[src/rtl/hazard_ctrl_if.sv]
// Hazard controller bundle: ID/EX/MEM hazard inputs, branch/memory events,
// and the stall/freeze/flush controls (perf counters with HAZARD_PERF_CNT_EN).
interface hazard_ctrl_if;
  logic [4:0] id_rs1_i;
  logic [4:0] id_rs2_i;
  logic       id_use_rs1_i;
  logic       id_use_rs2_i;
  logic       id_branch_op_i;
  logic [4:0] ex_rd_i;
  logic       ex_memread_i;
  logic [4:0] mem_rd_i;
  logic       mem_memread_i;
  logic       mispredict_i;
  logic       jmp_i;
  logic       dmem_busy_i;
  logic       stall_o;
  logic       pc_write_o;
  logic       ifid_write_o;
  logic       if_flush_o;
  logic       freeze_o;
  logic [1:0] state_o;
`ifdef HAZARD_PERF_CNT_EN
  logic [31:0] stall_cnt_o;
  logic [31:0] flush_cnt_o;
  logic [31:0] freeze_cnt_o;
`endif

  modport master (
    output id_rs1_i, id_rs2_i, id_use_rs1_i, id_use_rs2_i,
    output id_branch_op_i, ex_rd_i, ex_memread_i,
    output mem_rd_i, mem_memread_i,
    output mispredict_i, jmp_i, dmem_busy_i,
`ifdef HAZARD_PERF_CNT_EN
    input  stall_cnt_o, flush_cnt_o, freeze_cnt_o,
`endif
    input  stall_o, pc_write_o, ifid_write_o,
    input  if_flush_o, freeze_o, state_o
  );

  modport slave (
    input  id_rs1_i, id_rs2_i, id_use_rs1_i, id_use_rs2_i,
    input  id_branch_op_i, ex_rd_i, ex_memread_i,
    input  mem_rd_i, mem_memread_i,
    input  mispredict_i, jmp_i, dmem_busy_i,
`ifdef HAZARD_PERF_CNT_EN
    output stall_cnt_o, flush_cnt_o, freeze_cnt_o,
`endif
    output stall_o, pc_write_o, ifid_write_o,
    output if_flush_o, freeze_o, state_o
  );
endinterface

[src/rtl/hazard_ctrl.sv]
// Pipeline hazard controller: load-use / load-branch stalls, IF flush on
// redirect, full freeze on dmem busy. Ports: clk, rst (async, active-high),
// hz (hazard_ctrl_if.slave). Optional macro HAZARD_PERF_CNT_EN adds counters.
module hazard_ctrl #(
  parameter int LD_BR_STALL  = 2,
  parameter int LD_USE_STALL = 1,
  parameter int CNT_W        = 2
) (
  input logic          clk,
  input logic          rst,
  hazard_ctrl_if.slave hz
);

  localparam logic [1:0] S_RUN    = 2'd0;
  localparam logic [1:0] S_STALL  = 2'd1;
  localparam logic [1:0] S_FREEZE = 2'd2;

  localparam logic [CNT_W-1:0] N_BR   = CNT_W'(LD_BR_STALL);
  localparam logic [CNT_W-1:0] N_BRM  = CNT_W'(LD_BR_STALL - 1);
  localparam logic [CNT_W-1:0] N_USE  = CNT_W'(LD_USE_STALL);
  localparam logic [CNT_W-1:0] ONE    = CNT_W'(1);

  logic [1:0]       state;
  logic [1:0]       saved;
  logic [1:0]       eff;
  logic [CNT_W-1:0] cnt;
  logic [CNT_W-1:0] n;
  logic             m_ex;
  logic             m_mem;
  logic             ld_br_ex;
  logic             ld_br_mem;
  logic             ld_use;
  logic             busy;
  logic             stall_c;
  logic             stall;
  logic             freeze;
  logic             flush;

  assign busy = hz.dmem_busy_i;

  assign m_ex = (hz.ex_rd_i != 5'd0) &&
    ((hz.id_use_rs1_i && hz.id_rs1_i == hz.ex_rd_i) ||
     (hz.id_use_rs2_i && hz.id_rs2_i == hz.ex_rd_i));

  assign m_mem = (hz.mem_rd_i != 5'd0) &&
    ((hz.id_use_rs1_i && hz.id_rs1_i == hz.mem_rd_i) ||
     (hz.id_use_rs2_i && hz.id_rs2_i == hz.mem_rd_i));

  // Made mutually exclusive so the one-hot decode below stays unique.
  assign ld_br_ex  = hz.id_branch_op_i & hz.ex_memread_i & m_ex;
  assign ld_br_mem = hz.id_branch_op_i & hz.mem_memread_i & m_mem
                   & ~ld_br_ex;
  assign ld_use    = ~hz.id_branch_op_i & hz.ex_memread_i & m_ex;

  always_comb begin
    n = '0;
    unique case (1'b1)
      ld_br_ex:  n = N_BR;
      ld_br_mem: n = N_BRM;
      ld_use:    n = N_USE;
      default:   n = '0;
    endcase
  end

  // Once busy drops, FREEZE behaves as the saved state in that same cycle.
  assign eff = (state == S_FREEZE) ? saved : state;

  always_comb begin
    stall_c = 1'b0;
    unique case (eff)
      S_STALL: stall_c = ~busy;
      default: stall_c = ~busy & (n != '0);
    endcase
  end

  assign stall  = stall_c & ~rst;
  assign freeze = busy & ~rst;
  assign flush  = (hz.mispredict_i | hz.jmp_i) & ~stall & ~freeze & ~rst;

  assign hz.stall_o      = stall;
  assign hz.freeze_o     = freeze;
  assign hz.if_flush_o   = flush;
  assign hz.pc_write_o   = ~(stall | freeze);
  assign hz.ifid_write_o = ~(stall | freeze);
  assign hz.state_o      = state;

  always_ff @(posedge clk or posedge rst) begin
    if (rst) begin
      state <= S_RUN;
      saved <= S_RUN;
      cnt   <= '0;
    end else if (busy) begin
      if (state != S_FREEZE) saved <= state;
      state <= S_FREEZE;
    end else begin
      unique case (eff)
        S_STALL: begin
          if (cnt == ONE) begin
            state <= S_RUN;
            cnt   <= '0;
          end else begin
            state <= S_STALL;
            cnt   <= cnt - ONE;
          end
        end
        default: begin
          if (n > ONE) begin
            cnt   <= n - ONE;
            state <= S_STALL;
          end else begin
            state <= S_RUN;
          end
        end
      endcase
    end
  end

`ifdef HAZARD_PERF_CNT_EN
  logic [31:0] stall_cnt;
  logic [31:0] flush_cnt;
  logic [31:0] freeze_cnt;

  always_ff @(posedge clk or posedge rst) begin
    if (rst) begin
      stall_cnt  <= '0;
      flush_cnt  <= '0;
      freeze_cnt <= '0;
    end else begin
      if (stall)  stall_cnt  <= stall_cnt + 32'd1;
      if (flush)  flush_cnt  <= flush_cnt + 32'd1;
      if (freeze) freeze_cnt <= freeze_cnt + 32'd1;
    end
  end

  assign hz.stall_cnt_o  = stall_cnt;
  assign hz.flush_cnt_o  = flush_cnt;
  assign hz.freeze_cnt_o = freeze_cnt;
`endif

endmodule

[src/flat_wrapper.sv]
// flat-port wrapper written by rule: the top's interface ports become plain ports
module hazard_ctrl_flat 
#(
  parameter int LD_BR_STALL  = 2,
  parameter int LD_USE_STALL = 1,
  parameter int CNT_W        = 2
)
  (clk, rst, hz_id_rs1_i, hz_id_rs2_i, hz_id_use_rs1_i, hz_id_use_rs2_i, hz_id_branch_op_i, hz_ex_rd_i, hz_ex_memread_i, hz_mem_rd_i, hz_mem_memread_i, hz_mispredict_i, hz_jmp_i, hz_dmem_busy_i, hz_stall_o, hz_pc_write_o, hz_ifid_write_o, hz_if_flush_o, hz_freeze_o, hz_state_o);
  hazard_ctrl_if hz_i ();
  input logic clk;
  input logic rst;
  input wire logic [$bits(hz_i.id_rs1_i)-1:0] hz_id_rs1_i;
  input wire logic [$bits(hz_i.id_rs2_i)-1:0] hz_id_rs2_i;
  input wire logic [$bits(hz_i.id_use_rs1_i)-1:0] hz_id_use_rs1_i;
  input wire logic [$bits(hz_i.id_use_rs2_i)-1:0] hz_id_use_rs2_i;
  input wire logic [$bits(hz_i.id_branch_op_i)-1:0] hz_id_branch_op_i;
  input wire logic [$bits(hz_i.ex_rd_i)-1:0] hz_ex_rd_i;
  input wire logic [$bits(hz_i.ex_memread_i)-1:0] hz_ex_memread_i;
  input wire logic [$bits(hz_i.mem_rd_i)-1:0] hz_mem_rd_i;
  input wire logic [$bits(hz_i.mem_memread_i)-1:0] hz_mem_memread_i;
  input wire logic [$bits(hz_i.mispredict_i)-1:0] hz_mispredict_i;
  input wire logic [$bits(hz_i.jmp_i)-1:0] hz_jmp_i;
  input wire logic [$bits(hz_i.dmem_busy_i)-1:0] hz_dmem_busy_i;
  output wire logic [$bits(hz_i.stall_o)-1:0] hz_stall_o;
  output wire logic [$bits(hz_i.pc_write_o)-1:0] hz_pc_write_o;
  output wire logic [$bits(hz_i.ifid_write_o)-1:0] hz_ifid_write_o;
  output wire logic [$bits(hz_i.if_flush_o)-1:0] hz_if_flush_o;
  output wire logic [$bits(hz_i.freeze_o)-1:0] hz_freeze_o;
  output wire logic [$bits(hz_i.state_o)-1:0] hz_state_o;
  assign hz_i.id_rs1_i = hz_id_rs1_i;
  assign hz_i.id_rs2_i = hz_id_rs2_i;
  assign hz_i.id_use_rs1_i = hz_id_use_rs1_i;
  assign hz_i.id_use_rs2_i = hz_id_use_rs2_i;
  assign hz_i.id_branch_op_i = hz_id_branch_op_i;
  assign hz_i.ex_rd_i = hz_ex_rd_i;
  assign hz_i.ex_memread_i = hz_ex_memread_i;
  assign hz_i.mem_rd_i = hz_mem_rd_i;
  assign hz_i.mem_memread_i = hz_mem_memread_i;
  assign hz_i.mispredict_i = hz_mispredict_i;
  assign hz_i.jmp_i = hz_jmp_i;
  assign hz_i.dmem_busy_i = hz_dmem_busy_i;
  assign hz_stall_o = hz_i.stall_o;
  assign hz_pc_write_o = hz_i.pc_write_o;
  assign hz_ifid_write_o = hz_i.ifid_write_o;
  assign hz_if_flush_o = hz_i.if_flush_o;
  assign hz_freeze_o = hz_i.freeze_o;
  assign hz_state_o = hz_i.state_o;
  hazard_ctrl #(.LD_BR_STALL(LD_BR_STALL), .LD_USE_STALL(LD_USE_STALL), .CNT_W(CNT_W)) u_core (.clk(clk), .rst(rst), .hz(hz_i));
endmodule
[config.mk]
export PLATFORM = sky130hd
export DESIGN_NAME = hazard_ctrl_flat
export DESIGN_NICKNAME = d
export VERILOG_FILES = /design/src/rtl/hazard_ctrl_if.sv /design/src/rtl/hazard_ctrl.sv /design/src/flat_wrapper.sv
export SDC_FILE = /design/constraint.sdc
export NUM_CORES = 1
export LEC_CHECK = 0
export BUFFER_PORTS_ARGS = -buffer_cell sky130_fd_sc_hd__buf_2
export CORE_MARGIN = 10
export CORE_UTILIZATION = 42
export CTS_BUF_LIST = sky130_fd_sc_hd__clkbuf_4
export CTS_CLUSTER_SIZE = 8
export DETAILED_ROUTE_END_ITERATION = 8
export GPL_ROUTABILITY_DRIVEN = 0
export PLACE_DENSITY = 0.78
export SYNTH_ARGS = -nofsm -noshare
export SYNTH_HDL_FRONTEND = slang
export SYNTH_SLANG_ARGS = --single-unit
[constraint.sdc]
create_clock -name clk -period 2.5 [get_ports clk]
set_input_delay 0.25 -clock clk [delete_from_list [all_inputs] [get_ports clk]]
set_output_delay 0.25 -clock clk [all_outputs]
set_load 0.05 [all_outputs]
==> results of run 1 <==
-- power by group through the flow --
stage	Clock [mW]	Combinational [mW]	Sequential [mW]
6_report	0.0924	0.160	0.117
3_3_place_gp	0	0.149	0.117
4_1_cts	0.0944	0.156	0.117
2_1_floorplan	0	0.0910	0.119
5_1_grt	0.100	0.174	0.118
3_5_place_dp	0	0.152	0.118
-- final cells by class --
cell class | instances | area share, %
Multi-Input combinational cell | 61 | 52.61
Timing Repair Buffer | 42 | 25.86
Sequential cell | 6 | 15.29
Clock buffer | 3 | 2.293
Tap cell | 16 | 2.038
Inverter | 5 | 1.911
-- metrics by stage --
stage	utilization [%]	cell area (um^2)	setup TNS, ps	worst slack (ps)	power (mW)
2_1_floorplan	-	693.2	-638.9	-332.7	0.2103
5_1_grt	65.97	982.2	-79.42	-32.12	0.3922
3_3_place_gp	61.51	915.9	-36.86	-35.16	0.2656
3_5_place_dp	61.51	915.9	-97.52	-63.11	0.2698
6_report	65.97	982.2	0	25.93	0.3699
4_1_cts	64.03	953.4	0	8.252	0.3668
-- placed cells by master, fill, tap and decap left out, drive strengths merged, types with 2 or more instances in the layout --
master,n
xnor2,20
buf,41
inv,5
or4,3
nor2,2
o22ai,2
ha,2
o21ai,3
dfrtp,6
nand4,4
a21oi,3
nand2,7
clkbuf,3
-- registers in the layout, summed over array words and instances, names as in the netlist --
signal and cells:
u_core.cnt 2, u_core.hz.state_o 2, u_core.saved 2
-- how the worst max path moves through the flow --
stage / start / end / slack [ps] / depth (start not counted)
CTS: hz_ex_rd_i[0] / hz_if_flush_o / 8 / 10
floorplan: hz_ex_rd_i[0] / hz_pc_write_o / -330 / 9
detailed placement: hz_ex_rd_i[0] / hz_stall_o / -60 / 9
global route: hz_ex_rd_i[3] / hz_if_flush_o / -30 / 10
global placement: hz_ex_rd_i[0] / hz_stall_o / -40 / 9
finish: hz_ex_rd_i[3] / hz_stall_o / 30 / 9
-- metal layers --
layer	routed length (um)	share of wire, %	track usage (%)	up-vias
met2	900	46	17.38	39
li1	-	-	-	352
met5	0	0	0	-
met1	831	42	11.31	313
met3	193	9.8	5.150	6
met4	41	2.1	4.262	0
-- cell families (layout without fill, tap and decap cells) --
kind of cell             after synthesis  in the layout  share of synthesized area, %
adder cells (fa/ha/maj)                2              2                         3.860
XOR/XNOR                              20             20                         27.03
flip-flops                             6              6                         23.17
multiplexers                           1              1                         1.737
AO/OA/AOI/OAI                         14             14                         17.95
buffers and inverters                  7             50                         4.632
AND/OR/NAND/NOR                       24             24                         21.62
-- repair_timing --
action,4_1_cts,5_1_grt
hold buffers,1,0
hold endpoints to repair,6,0
resized for setup,2,8
pin swaps,1,4
gates cloned,0,0
setup endpoints to repair,2,4
==> metrics.md, run 1 <==
| Metric | Value |
|---|---|
| CTS Root Cell | `clkbuf_4` |
| CTS H-tree lvls | `1` |
| Area contributors post-synth | `xnor2_1 27%, dfrtp_1 23%, ha_1 3.9%` |
| Hold Vio Cnt, Final | `0` |
| Clock tree buffer depth | `2` |
| Clk network pwr share | `about 25%` |
| Largest net degree at the start of global routing | `16` |
| Number of global-route vias before repair | `746` |
| Status | `complete, no violations` |
| Cell taking the most area after synthesis | `xnor2_1` |
| DIE AREA | `around 0.0035 mm^2` |
| Tcrit/Tclk final | `98.96%` |
| Fin Hold WS | `around 270 ps` |
| Hold WC Path Type | `input pin to flip-flop` |
| Setup slack, reg-to-reg | `850 ps` |
| Reg-to-Reg End | `u_core.cnt[1]$_DFFE_PP0P_` |
| Critical-path maximum fanout | `3` |
| Post-CTS setup buffer count | `0` |
| Drt drc | `0` |
| Hold_sp | `hz_dmem_busy_i` |
| Register area | `150.1 um^2` |
| Via-to-Cell Ratio | `5.338` |
| Layout cells sized above 1 | `between 40 and 50%` |
| Post-DP HPWL | `between 1500 and 2000 um` |
| Final wirelength | `1966 um` |
| Final Setup Violations | `0` |
| Core box area | `0.001489 mm^2` |
| Dominant synthesized flop cell | `dfrtp_1` |
| Vias post-DR | `a little over 700` |
| First-pass GRT wire length | `3022 um` |
| Nets | `151` |
| TritonCTS buffer count | `3` |
| Number of port buffers | `36` |
| Width of the die | `59.28 um` |
| Worst r2r path cells | `5` |
| Asr flop ratio synth | `100.0%` |
| Startpoint Class | `input pin` |
| Internal Power | `about 0.24 mW` |
| Switching Share | `35.49%` |
| Area share of the largest cell type after synthesis | `27.03%` |
| Final Critical Period | `between 2000 and 2500 ps` |
| Sequential power share | `31.7%` |
| Filler cells | `141` |
| Cell Rows | `14` |
| Worst-path cell chain | `buf_6 -> or4_4 -> o21ai_4 -> inv_2 -> nand2_2 -> mux2_4 -> ha_4 -> a211oi_4 -> buf_4` |
| All-layer global routing usage | `10.61%` |
| Clock Latency Late Sink | `250 ps` |
| First drt pass iteration count | `4` |
| Inst Count DP | `around 130` |
| P_sw | `0.1313 mW` |
| CTS sink count | `6` |
| Crit path largest cell delay | `540 ps` |
| Worst r2r src | `u_core.hz.state_o[1]$_DFF_PP0_` |
| GRT Residual Overflow | `0` |
| Post-synth EDFFs | `0` |
| Fin Clk Skew | `0.4089 ps` |
| Slew margin rel. | `73.25%` |
| Synth-to-Final Area Change | `51.54%` |
| Comb power frac | `43.4%` |
| Diodes inserted | `0` |
| Pwr dens | `376.6 mW/mm^2` |
| Worst-path clk slew | `50 ps` |
| Crit. End Element | `primary output` |
| Synth warn | `0` |
| Cell variety after synth | `34` |
| Die Ht | `59.28 um` |
| CP arrival | `2220 ps` |
| Max Fclk | `0.4042 GHz` |
| Slew Viols, Final | `0` |
| Drt initial violations | `6` |
| #FFs+latches synth | `6` |
| Hold depth | `1` |
| I/O pin count | `37` |
| Number of max-cap violations | `0` |
| Count leader, synth | `xnor2_1` |
| Least-Margin Pin Slew | `395.7 ps` |
| Critical Path RT | `about 2300 ps` |
| WS Path Type | `input pin to primary output` |
| Layout Cells excl Fill | `133` |
| P_leak | `0.4188 nW` |
| Starting Density | `approximately 44%` |
| Multi-input logic area | `slightly above 500 um^2` |
| Drt wl/cell | `14.78 um` |
| CTS tree | `built` |
| Largest delay share family, worst path | `simple AND/OR/NAND/NOR gates` |
| Unrepaired setup endpoints after global routing | `yes` |
| Initial antenna violation count | `0` |
| Sequential cell area fraction in the yosys report | `a little under a quarter` |
| Slowest-stage cell, CP | `or4_4` |
| Final ANT Viol Nets | `0` |
| Worst Hold Endpoint | `u_core.hz.state_o[1]$_DFF_PP0_` |
| Synth Net Count | `106` |
| Worst Path Buf+Inv | `3` |
| Post-synth design cell area | `648.1 um^2` |
| Synth Area per Inst | `8.758 um^2` |
| Commonest cells in the netlist | `20 x xnor2_1, 6 x dfrtp_1, 6 x nand2_1` |
| Post-Synthesis Cells | `74` |
| Max IR drop VDD | `around 170 uV` |
No activity file was read; power rests on OpenSTA's default activity.
==> run 2: changes to the inputs <==
Settings changed: CORE_UTILIZATION 42 to 45, PLACE_DENSITY 0.78 to 0.83.
==> run 2 against run 1 <==
Net effect:
- clock power shrank 10%
- utilization grew 8.4 points
- combinational power is essentially flat
==> metrics.md, run 2 (same netlist as run 1, synthesis figures left out) <==
| Metric | Value |
|---|---|
| Starting Density | `48.59% (+5.1 points)` |
| Least-Margin Pin Slew | `406.8 ps (+11.08 ps)` |
| Clock tree buffer depth | `2 (unchanged)` |
| Crit path setup slack, layout | `45.30 ps (+19.37 ps)` |
| P_sw | `0.1215 mW (-7.4%)` |
| Drt initial violations | `13 (+7)` |
| DIE AREA | `0.003358 mm^2 (-4.4%)` |
| Fin Clk Skew | `3.090 ps (+2.681 ps)` |
| Startpoint Class | `input pin` |
| Fin Hold WS | `280.9 ps (+13.13 ps)` |
| Hold Vio Cnt, Final | `0 (unchanged)` |
| Number of port buffers | `36 (unchanged)` |
| Crit. End Element | `primary output` |
| M1 WL | `811 um (-2.4%)` |
| Nets | `151 (unchanged)` |
| Clock Latency Late Sink | `240 ps (about the same)` |
| Via-to-Cell Ratio | `5.311 (-0.52%)` |
| Critical Path RT | `2250 ps (about the same)` |
| Final Critical Period | `2455 ps (-19.37 ps)` |
| Status | `complete, no violations` |
| Initial antenna violation count | `0 (unchanged)` |
| Synth-to-Final Area Change | `53.09%` |
| Final wirelength | `1843 um (-6.3%)` |
| Worst-path clk slew | `40 ps (about the same)` |
| CTS H-tree lvls | `1 (unchanged)` |
| GRT Residual Overflow | `0 (unchanged)` |
| Met3 WL post-DR | `164 um (-15%)` |
| Post-DP HPWL | `1622 um (-1.6%)` |
| Drt drc | `0 (unchanged)` |
| First-pass GRT wire length | `3139 um (+3.9%)` |
| P_leak | `0.4261 nW (+1.8%)` |
| Post-CTS setup buffer count | `0 (unchanged)` |
| All-layer global routing usage | `11.16% (+0.56 points)` |
| CTS sink count | `6 (unchanged)` |
| TritonCTS buffer count | `3 (unchanged)` |
| Core box area | `0.001334 mm^2 (-10%)` |
| Slew margin rel. | `72.88% (-0.37 points)` |
| Met2 WL | `846 um (-6.0%)` |
| Critical-path maximum fanout | `3 (unchanged)` |
| First drt pass iteration count | `4 (unchanged)` |
| Drt wl/cell | `13.96 um (-5.5%)` |
| Top Metal Used | `met4` |
| Largest net degree at the start of global routing | `16 (unchanged)` |
| Internal Power | `0.2394 mW (+0.32%)` |
| CTS Root Cell | `clkbuf_4` |
| Unrepaired setup endpoints after global routing | `yes` |
| CTS tree | `built` |
| Pre-CTS WS | `-70.91 ps (-7.791 ps)` |
| CP arrival | `2200 ps (-20 ps)` |
| Number of global-route vias before repair | `784 (+5.1%)` |
| Switching Share | `33.67% (-1.8 points)` |
| Vias post-DR | `701 (-1.3%)` |
| Tcrit/Tclk final | `98.19% (-0.77 points)` |
| Cell Rows | `13 (-1)` |
| I/O pin count | `37 (unchanged)` |
| Die Ht | `57.95 um (-2.2%)` |
| Hold WC Path Type | `input pin to flip-flop` |
| Width of the die | `57.95 um (-2.2%)` |
| Final Setup Violations | `0 (unchanged)` |
| Max Fclk | `0.4074 GHz (+0.79%)` |
| Layout cells sized above 1 | `48.72% (+0.85 points)` |
| Most frequent cells in the layout | `30 x buf_2, 19 x xnor2_1, 7 x buf_4` |
| Slew Viols, Final | `0 (unchanged)` |
| Sequential power share | `32.4% (+0.7 points)` |
| Commonest non-fill, non-tap cell in the layout | `buf_2` |
| Pwr dens | `363.7 mW/mm^2 (-3.4%)` |
| Clk network pwr share | `22.9% (-2.1 points)` |
| Max IR drop VDD | `200.3 uV (+15%)` |
| WS Path Type | `input pin to primary output` |
| Diodes inserted | `0 (unchanged)` |
| Number of max-cap violations | `0 (unchanged)` |
| Final ANT Viol Nets | `0 (unchanged)` |
| Comb power frac | `44.6% (+1.2 points)` |
run 2: power by group through the flow:
stage | Clock [mW] | Sequential, mW | Combinational [mW]
detailed placement | 0 | 0.118 | 0.152
finish | 0.0828 | 0.117 | 0.161
global placement | 0 | 0.118 | 0.148
CTS | 0.0875 | 0.116 | 0.154
global route | 0.0967 | 0.119 | 0.179
floorplan | 0 | 0.119 | 0.0910
run 2: final timing paths:
check                           slack [ps]                        endpoint                         from  cells past startpoint
max in group asynchronous             1790     u_core.saved[0]$_DFFE_PP0P_                          rst                      3
worst max register to register         880       u_core.cnt[1]$_DFFE_PP0P_  u_core.saved[0]$_DFFE_PP0P_                      5
worst max-delay path                    50                   hz_if_flush_o                hz_ex_rd_i[3]                     10
worst min register to register         500     u_core.saved[0]$_DFFE_PP0P_  u_core.saved[0]$_DFFE_PP0P_                      1
worst min-delay path                   280  u_core.hz.state_o[1]$_DFF_PP0_               hz_dmem_busy_i                      1
min in group asynchronous              530     u_core.saved[1]$_DFFE_PP0P_                          rst                      3
run 2: cell type report:
cell class / instances / area, um^2
multi-input cells: 61 / 524.3
fillers: 96 / 341.6
repair buffers: 42 / 257.7
flip-flops and latches: 6 / 150.1
clock buffers: 3 / 22.52
inverters: 5 / 18.77
well taps: 15 / 18.77
run 2: routing by layer:
layer	up-vias	GRT usage, %
met5	-	0
met4	0	5.034
met1	304	12.44
met2	39	18.25
met3	2	4.357
li1	356	-
run 2: timing repair:
item / 4_1_cts / 5_1_grt
endpoints found under the setup margin: 2 / 4
hold buffers: 1 / 0
pin swaps: 1 / 6
resized for setup: 2 / 10
hold endpoints to repair: 6 / 0
run 2: per-stage QoR:
stage | TNS [ps] | power, mW | instances | area [um^2] | util [%]
finish | 0 | 0.3609 | 132 | 992.2 | 74.39
global route | -44.05 | 0.3946 | 132 | 992.2 | 74.39
CTS | 0 | 0.3582 | 132 | 952.2 | 71.39
detailed placement | -113.6 | 0.2694 | 128 | 914.6 | 68.57
global placement | -33.06 | 0.2653 | 128 | 914.6 | 68.57
floorplan | -638.9 | 0.2103 | 74 | 693.2 | -
run 2: critical path: stages:
cell and delay [ps]:
buf_6 90, or4_4 530, o21ai_4 150, inv_2 50
nand2_2 70, mux2_4 310, ha_4 160, a211oi_4 320
nor4_2 60, buf_4 200
